<file path="src/rtl/riscv_pkg.sv">
// ---------------------------------------------------------------------------
// riscv_pkg
// Shared definitions for the 5-stage pipeline stall/flush sequencer.
//   ctrl_state_e : sequencer FSM state encoding
//   ctrl_out_t   : bundle of every per-cycle pipeline control output
//   DEF_*        : default parameter values for pipeline_ctrl
//   runOutputs() : control outputs of a RUN-style cycle
//   runNext()    : next state of a RUN-style cycle
// ---------------------------------------------------------------------------
package riscv_pkg;

  localparam int DEF_CNT_W       = 16;
  localparam int DEF_MEM_TIMEOUT = 64;

  typedef enum logic [1:0] {
    RUN      = 2'd0,
    MEM_WAIT = 2'd1,
    MDU_BUSY = 2'd2
  } ctrl_state_e;

  typedef struct packed {
    logic pc_en;
    logic ifid_en;
    logic idex_en;
    logic exmem_en;
    logic memwb_en;
    logic ifid_flush;
    logic idex_flush;
    logic exmem_bubble;
    logic memwb_bubble;
    logic mdu_go;
  } ctrl_out_t;

  // Priority of a RUN-style cycle: mem wait > MDU start > redirect > load-use.
  // A redirect squashes the decode instruction, so any load-use hazard it
  // raised is moot and the redirect wins.
  function automatic ctrl_out_t runOutputs(input logic memWait,
                                           input logic mduReq,
                                           input logic redirect,
                                           input logic loadUse);
    ctrl_out_t o;
    o = '0;
    if (memWait) begin
      o.memwb_en     = 1'b1;
      o.memwb_bubble = 1'b1;
    end else if (mduReq) begin
      o.mdu_go       = 1'b1;
      o.exmem_en     = 1'b1;
      o.exmem_bubble = 1'b1;
      o.memwb_en     = 1'b1;
    end else begin
      o.pc_en    = 1'b1;
      o.ifid_en  = 1'b1;
      o.idex_en  = 1'b1;
      o.exmem_en = 1'b1;
      o.memwb_en = 1'b1;
      if (redirect) begin
        o.ifid_flush = 1'b1;
        o.idex_flush = 1'b1;
      end else if (loadUse) begin
        o.pc_en      = 1'b0;
        o.ifid_en    = 1'b0;
        o.idex_flush = 1'b1;
      end
    end
    return o;
  endfunction

  function automatic ctrl_state_e runNext(input logic memWait,
                                          input logic mduReq);
    if (memWait) return MEM_WAIT;
    if (mduReq)  return MDU_BUSY;
    return RUN;
  endfunction

endpackage

</file>
<file path="src/rtl/pipeline_ctrl_if.sv">
// ---------------------------------------------------------------------------
// pipeline_ctrl_if
// Handshake/control bundle between the pipeline datapath and pipeline_ctrl.
//   Requests  (master -> slave): load_use, redirect, mem_req, mem_ready,
//                                mdu_req, mdu_done
//   Controls  (slave -> master): mdu_go, pc_en, ifid_en, idex_en, exmem_en,
//                                memwb_en, ifid_flush, idex_flush,
//                                exmem_bubble, memwb_bubble
//   Status    (slave -> master): stall_cnt[CNT_W], mem_timeout
// The sequencer is the slave; the datapath (or a bench) is the master.
// ---------------------------------------------------------------------------
interface pipeline_ctrl_if
  import riscv_pkg::*;
#(
  parameter int CNT_W = DEF_CNT_W
) ();

  logic             load_use;
  logic             redirect;
  logic             mem_req;
  logic             mem_ready;
  logic             mdu_req;
  logic             mdu_done;

  logic             mdu_go;
  logic             pc_en;
  logic             ifid_en;
  logic             idex_en;
  logic             exmem_en;
  logic             memwb_en;
  logic             ifid_flush;
  logic             idex_flush;
  logic             exmem_bubble;
  logic             memwb_bubble;
  logic [CNT_W-1:0] stall_cnt;
  logic             mem_timeout;

  modport master (
    output load_use, redirect, mem_req, mem_ready, mdu_req, mdu_done,
    input  mdu_go, pc_en, ifid_en, idex_en, exmem_en, memwb_en,
           ifid_flush, idex_flush, exmem_bubble, memwb_bubble,
           stall_cnt, mem_timeout
  );

  modport slave (
    input  load_use, redirect, mem_req, mem_ready, mdu_req, mdu_done,
    output mdu_go, pc_en, ifid_en, idex_en, exmem_en, memwb_en,
           ifid_flush, idex_flush, exmem_bubble, memwb_bubble,
           stall_cnt, mem_timeout
  );

endinterface

</file>
<file path="src/rtl/sat_counter.sv">
// ---------------------------------------------------------------------------
// sat_counter
// Up-counter that sticks at its all-ones value instead of wrapping.
//   clk   : clock
//   rst   : synchronous active-high clear
//   inc   : count this cycle
//   count : current value, W bits
// ---------------------------------------------------------------------------
module sat_counter #(
  parameter int W = 16
) (
  input  logic         clk,
  input  logic         rst,
  input  logic         inc,
  output logic [W-1:0] count
);

  always_ff @(posedge clk) begin
    if (rst) begin
      count <= '0;
    end else if (inc && (count != '1)) begin
      count <= count + 1'b1;
    end
  end

endmodule

</file>
<file path="src/rtl/pipeline_ctrl.sv">
// ---------------------------------------------------------------------------
// pipeline_ctrl
// Stall/flush sequencer for the IF/ID/EX/MEM/WB pipeline. Merges load-use,
// EX redirect, data-memory wait and MUL/DIV handshakes into per-register
// enables, flush/bubble controls and the PC enable. Outputs are Mealy.
//   clk, rst : clock, synchronous active-high reset
//   bus      : pipeline_ctrl_if.slave (requests in, controls/status out)
// Parameters:
//   CNT_W       : stall_cnt width
//   MEM_TIMEOUT : stall cycles of one memory access before a forced advance
// ---------------------------------------------------------------------------
module pipeline_ctrl
  import riscv_pkg::*;
#(
  parameter int CNT_W       = DEF_CNT_W,
  parameter int MEM_TIMEOUT = DEF_MEM_TIMEOUT
) (
  input  logic           clk,
  input  logic           rst,
  pipeline_ctrl_if.slave bus
);

  localparam int                WAIT_W    = (MEM_TIMEOUT > 2) ? $clog2(MEM_TIMEOUT) : 1;
  localparam logic [WAIT_W-1:0] WAIT_LAST = WAIT_W'(MEM_TIMEOUT - 1);

  ctrl_state_e       r_state;
  ctrl_state_e       w_nextState;
  logic [WAIT_W-1:0] r_waitCnt;
  logic [WAIT_W-1:0] w_waitNext;
  logic              r_memTimeout;
  logic              w_timeoutHit;
  logic              w_memWait;
  ctrl_out_t         w_out;
  logic [CNT_W-1:0]  w_stallCnt;

  // The wait counter holds the number of stall cycles already spent on the
  // current access, so the RUN cycle that detects the wait loads 1. When it
  // reaches MEM_TIMEOUT-1 the current cycle is the MEM_TIMEOUT-th stall and
  // the access is abandoned. A cycle that leaves MEM_WAIT or MDU_BUSY is
  // decoded exactly like a RUN cycle; in the MDU done cycle mdu_req is
  // masked because it still reflects the instruction that is leaving EX.
  always_comb begin
    w_out        = '0;
    w_nextState  = r_state;
    w_waitNext   = '0;
    w_timeoutHit = 1'b0;
    w_memWait    = bus.mem_req & ~bus.mem_ready;
    case (r_state)
      RUN: begin
        w_out       = runOutputs(w_memWait, bus.mdu_req, bus.redirect, bus.load_use);
        w_nextState = runNext(w_memWait, bus.mdu_req);
      end
      MEM_WAIT: begin
        w_timeoutHit = ~bus.mem_ready & (r_waitCnt == WAIT_LAST);
        if (~bus.mem_ready & ~w_timeoutHit) begin
          w_out       = runOutputs(1'b1, 1'b0, 1'b0, 1'b0);
          w_waitNext  = r_waitCnt + 1'b1;
          w_nextState = MEM_WAIT;
        end else begin
          w_out       = runOutputs(1'b0, bus.mdu_req, bus.redirect, bus.load_use);
          w_nextState = runNext(1'b0, bus.mdu_req);
        end
      end
      MDU_BUSY: begin
        if (bus.mdu_done) begin
          w_out       = runOutputs(w_memWait, 1'b0, bus.redirect, bus.load_use);
          w_nextState = runNext(w_memWait, 1'b0);
        end else begin
          w_out        = runOutputs(1'b0, 1'b1, 1'b0, 1'b0);
          w_out.mdu_go = 1'b0;
        end
      end
      default: begin
        w_nextState = RUN;
      end
    endcase
    if ((r_state != MEM_WAIT) && (w_nextState == MEM_WAIT)) begin
      w_waitNext = WAIT_W'(1);
    end
    if (rst) begin
      w_out        = '0;
      w_timeoutHit = 1'b0;
    end
  end

  // State, wait counter and the sticky timeout flag. Reset abandons any
  // pending memory wait or MDU operation without side effects.
  always_ff @(posedge clk) begin
    if (rst) begin
      r_state      <= RUN;
      r_waitCnt    <= '0;
      r_memTimeout <= 1'b0;
    end else begin
      r_state   <= w_nextState;
      r_waitCnt <= w_waitNext;
      if (w_timeoutHit) begin
        r_memTimeout <= 1'b1;
      end
    end
  end

  sat_counter #(
    .W (CNT_W)
  ) u_stallCnt (
    .clk   (clk),
    .rst   (rst),
    .inc   (~w_out.pc_en),
    .count (w_stallCnt)
  );

  assign bus.mdu_go       = w_out.mdu_go;
  assign bus.pc_en        = w_out.pc_en;
  assign bus.ifid_en      = w_out.ifid_en;
  assign bus.idex_en      = w_out.idex_en;
  assign bus.exmem_en     = w_out.exmem_en;
  assign bus.memwb_en     = w_out.memwb_en;
  assign bus.ifid_flush   = w_out.ifid_flush;
  assign bus.idex_flush   = w_out.idex_flush;
  assign bus.exmem_bubble = w_out.exmem_bubble;
  assign bus.memwb_bubble = w_out.memwb_bubble;
  assign bus.stall_cnt    = w_stallCnt;
  assign bus.mem_timeout  = r_memTimeout;

endmodule
</file>
<file path="src/flat_wrapper.sv">
// flat-port wrapper written by rule: the top's interface ports become plain ports
module pipeline_ctrl_flat import riscv_pkg::*;
#(
  parameter int CNT_W       = DEF_CNT_W,
  parameter int MEM_TIMEOUT = DEF_MEM_TIMEOUT
)
  (clk, rst, bus_load_use, bus_redirect, bus_mem_req, bus_mem_ready, bus_mdu_req, bus_mdu_done, bus_mdu_go, bus_pc_en, bus_ifid_en, bus_idex_en, bus_exmem_en, bus_memwb_en, bus_ifid_flush, bus_idex_flush, bus_exmem_bubble, bus_memwb_bubble, bus_stall_cnt, bus_mem_timeout);
  pipeline_ctrl_if #(.CNT_W(CNT_W)) bus_i ();
  input  logic clk;
  input  logic rst;
  input wire logic [$bits(bus_i.load_use)-1:0] bus_load_use;
  input wire logic [$bits(bus_i.redirect)-1:0] bus_redirect;
  input wire logic [$bits(bus_i.mem_req)-1:0] bus_mem_req;
  input wire logic [$bits(bus_i.mem_ready)-1:0] bus_mem_ready;
  input wire logic [$bits(bus_i.mdu_req)-1:0] bus_mdu_req;
  input wire logic [$bits(bus_i.mdu_done)-1:0] bus_mdu_done;
  output wire logic [$bits(bus_i.mdu_go)-1:0] bus_mdu_go;
  output wire logic [$bits(bus_i.pc_en)-1:0] bus_pc_en;
  output wire logic [$bits(bus_i.ifid_en)-1:0] bus_ifid_en;
  output wire logic [$bits(bus_i.idex_en)-1:0] bus_idex_en;
  output wire logic [$bits(bus_i.exmem_en)-1:0] bus_exmem_en;
  output wire logic [$bits(bus_i.memwb_en)-1:0] bus_memwb_en;
  output wire logic [$bits(bus_i.ifid_flush)-1:0] bus_ifid_flush;
  output wire logic [$bits(bus_i.idex_flush)-1:0] bus_idex_flush;
  output wire logic [$bits(bus_i.exmem_bubble)-1:0] bus_exmem_bubble;
  output wire logic [$bits(bus_i.memwb_bubble)-1:0] bus_memwb_bubble;
  output wire logic [$bits(bus_i.stall_cnt)-1:0] bus_stall_cnt;
  output wire logic [$bits(bus_i.mem_timeout)-1:0] bus_mem_timeout;
  assign bus_i.load_use = bus_load_use;
  assign bus_i.redirect = bus_redirect;
  assign bus_i.mem_req = bus_mem_req;
  assign bus_i.mem_ready = bus_mem_ready;
  assign bus_i.mdu_req = bus_mdu_req;
  assign bus_i.mdu_done = bus_mdu_done;
  assign bus_mdu_go = bus_i.mdu_go;
  assign bus_pc_en = bus_i.pc_en;
  assign bus_ifid_en = bus_i.ifid_en;
  assign bus_idex_en = bus_i.idex_en;
  assign bus_exmem_en = bus_i.exmem_en;
  assign bus_memwb_en = bus_i.memwb_en;
  assign bus_ifid_flush = bus_i.ifid_flush;
  assign bus_idex_flush = bus_i.idex_flush;
  assign bus_exmem_bubble = bus_i.exmem_bubble;
  assign bus_memwb_bubble = bus_i.memwb_bubble;
  assign bus_stall_cnt = bus_i.stall_cnt;
  assign bus_mem_timeout = bus_i.mem_timeout;
  pipeline_ctrl #(.CNT_W(CNT_W), .MEM_TIMEOUT(MEM_TIMEOUT)) u_core (.clk(clk), .rst(rst), .bus(bus_i));
endmodule
</file>
<file path="config.mk">
export PLATFORM = sky130hd
export DESIGN_NAME = pipeline_ctrl_flat
export DESIGN_NICKNAME = d
export VERILOG_FILES = /design/src/rtl/riscv_pkg.sv /design/src/rtl/pipeline_ctrl_if.sv /design/src/rtl/sat_counter.sv /design/src/rtl/pipeline_ctrl.sv /design/src/flat_wrapper.sv
export SDC_FILE = /design/constraint.sdc
export NUM_CORES = 1
export LEC_CHECK = 0
export BUFFER_PORTS_ARGS = -buffer_cell sky130_fd_sc_hd__buf_2
export CAP_MARGIN = 15
export CORE_AREA = 2 2 56 58
export DETAILED_ROUTE_END_ITERATION = 6
export DIE_AREA = 0 0 58 60
export GPL_TIMING_DRIVEN = 0
export MAX_ROUTING_LAYER = met4
export PLACE_DENSITY = 0.74
export RECOVER_POWER = 50
export REMOVE_ABC_BUFFERS = 1
export SYNTH_ARGS = -nofsm -noshare
export SYNTH_HDL_FRONTEND = slang
export SYNTH_SLANG_ARGS = --single-unit
</file>
<file path="constraint.sdc">
create_clock -name clk -period 4.7 [get_ports clk]
set_clock_uncertainty 0.05 [all_clocks]
set_input_delay 0.94 -clock clk [delete_from_list [all_inputs] [get_ports clk]]
set_output_delay 0.94 -clock clk [all_outputs]
set_load 0.01 [all_outputs]
</file>
==> impl_metrics.tcl <==
set metrics [dict create \
    coreArea_mm2 0.00290 \
    ys_top_cells_by_area "dfxtp_1, nor2_1, mux2_1" \
    cts.clk_slew.worst_paths_ns 0.13 \
    yosysSeqAreaShare 0.362 \
    crit_fanout 32 \
    cts.sinks 25 \
    yosysUniqueCellTypes 44 \
    synth_area_mm2 0.00138 \
    cp.arrival_ns 2.36 \
    synth_compound_area_frac 0.135 \
    final_util 0.538 \
    yosysWarnings 0 \
    synth-simple-area-share 0.327 \
    r2r_slack_ns 2.34 \
    synth_ff_type "dfxtp_1" \
    finalCriticalPeriod_ns 3.35 \
    antenna_found_initial 0 \
    cellLeakagePower_uw 0.000641 \
    setup.worst_path.class "primary input to output port" \
    grt_pass1_vias 1139 \
    grt_use_met2 0.320 \
    synthXorXnorAreaFrac 0.0380 \
    dpl.cell_count 219 \
    instances_no_fill 223 \
    setup_tns_ns 0 \
    overflow 0 \
    setup_viol 0 \
    post_cts_buffers 0 \
    cts_buffers 3 \
    synth_area_per_cell_um2 8.76 \
    slew_headroom 0.615 \
    drt-initial-drc-count 29 \
    die_x_um 58 \
    placed_area_mm2 0.00157 \
    wl_per_cell_um 13.2 \
    met3_usage 0.0281 \
    hold_viol 0 \
    status "finished, final reports clean" \
    syn2layout_area_growth_pct 12.9 \
    firstDrtPassIters 4 \
    synthArstFlopShare 0 \
    powerDensity_mw_per_mm2 240 \
    worst_pin_slew_ns 0.577 \
    rows 20 \
    ir_drop_mv 0.172 \
    drc 0 \
    drive_gt1_frac 0.179 \
    die_area_mm2 0.00348 \
    num_vias 1227 \
    synth_top_area_frac 0.362 \
    report.final.slew_viol_count 0 \
    routed_via_density 5.50 \
    grt_max_degree 33 \
    period_share 0.713 \
    drv_cap 0 \
    synth_mux_area_frac 0.0832 \
    ant_nets 0 \
    ctsHtreeMaxLevel 1 \
    syn_inst 158 \
    synth_top_cell_by_area "dfxtp_1" \
    max_freq_ghz 0.298 \
    io_pins 35 \
    top_usage_layer "met2" \
    met1_usage 0.205 \
    cts_resized 0 \
    cts-root-buf "clkbuf_4" \
    synth_most_common_cell "nor2_1" \
    drt-total-wl_um 2950 \
    grt_setup_unrepaired "no" \
    ys_seq_elements 25 \
    synth_adder_area_share 0.0181 \
    design_area_mm2 0.00156 \
    finalWeightedCongestion 0.796 \
    synth_top_family_by_area "simple AND/OR/NAND/NOR gates" \
    netlist_top_cells_count "nor2_1, dfxtp_1, nor2b_1, nand2_1" \
    critPathLaunchType "primary input" \
    diodes 0 \
    endpoint_kind "output port" \
    fin_ws_ns 1.35 \
    place_ws_ns 1.34 \
    grt_pass1_wl_um 4770 \
    start_util 0.477 \
    cts_hold_buf 0 \
    port_buffers 34 \
    hpwlAfterDp_um 2180 \
    dieHeight_um 60 \
    hp-class "flop to flop" \
    cts_tree "yes" \
    synth_edf_count 0 \
    gr-usage-all-layers 0.181 \
    clock_path_buffers 2 \
    num-nets-final 201 \
    clock_latency_ns 0.31 \
    worst_ep_required_time_ns 3.71 \
]
-- layout make-up --
class                      count  area, um2
clock buffer                   3       22.5
clock inverter                 1       5.00
fill                         290       1340
inverter                       6       23.8
multi-input combinational    121        821
sequential                    25        500
tap                           33       41.3
timing repair buffer          34        149
-- layout by cell type (no fill, tap or decap), drive strengths merged, types with 5 or more instances in the layout --
master / n
nor3: 5
mux2: 9
nand4: 5
buf: 17
nand3: 7
inv: 5
clkbuf: 20
nor2: 26
a21oi: 7
nor2b: 11
and3: 6
nand2: 9
dfxtp: 25
nand2b: 5
-- flip-flops by register name, indices dropped and copies added (netlist names) --
signal / cells
u_core.u_stallCnt.count: 16
u_core.r_state: 2
u_core.r_waitCnt: 6
u_core.bus.mem_timeout: 1
-- report_power, final --
group	leakage, uW	internal [uW]	switching [uW]
logic	0.000421	22.2	32.7
clock network	0.0000177	31.9	63.4
registers	0.000202	217	7.46
-- worst paths after layout --
| check | startpoint | to | cells after the start |
|---|---|---|---|
| max | rst | bus_ifid_en | 6 |
| min | u_core.r_waitCnt[0] | u_core.r_waitCnt[0] | 1 |
| max reg2reg | u_core.u_stallCnt.count[0] | u_core.u_stallCnt.count[5] | 7 |
| min reg2reg | u_core.r_waitCnt[0] | u_core.r_waitCnt[0] | 1 |
-- kinds of logic (layout without fill, tap and decap cells) --
| kind of cell | count (synthesis) | count (layout) |
|---|---|---|
| buffers and inverters | 12 | 44 |
| adders and majority gates | 2 | 2 |
| muxes | 10 | 10 |
| AOI/OAI and AO/OA | 20 | 20 |
| and+or+nand+nor | 83 | 83 |
| xor gates and xnor gates | 6 | 6 |
| DFF | 25 | 25 |
-- layer usage --
layer  up-vias  part of all wire
li1        617                 -
met1       582              0.45
met2        24              0.50
met3         4             0.043
met4         0            0.0091
met5         -                 0
-- critical path, cell delays in order --
cell      delay, ns
buf_2          0.27
a21o_1         0.29
a21oi_1        0.48
nand2_4        0.12
clkinv_2       0.11
buf_2          0.14
-- metrics by stage --
stage               power, uW  hold WS (ns)
floorplan                 264         0.378
global placement          284         0.398
detailed placement        286         0.414
CTS                       380         0.446
global route              395         0.486
finish                    374         0.436
(Power assumes the default switching activity.)
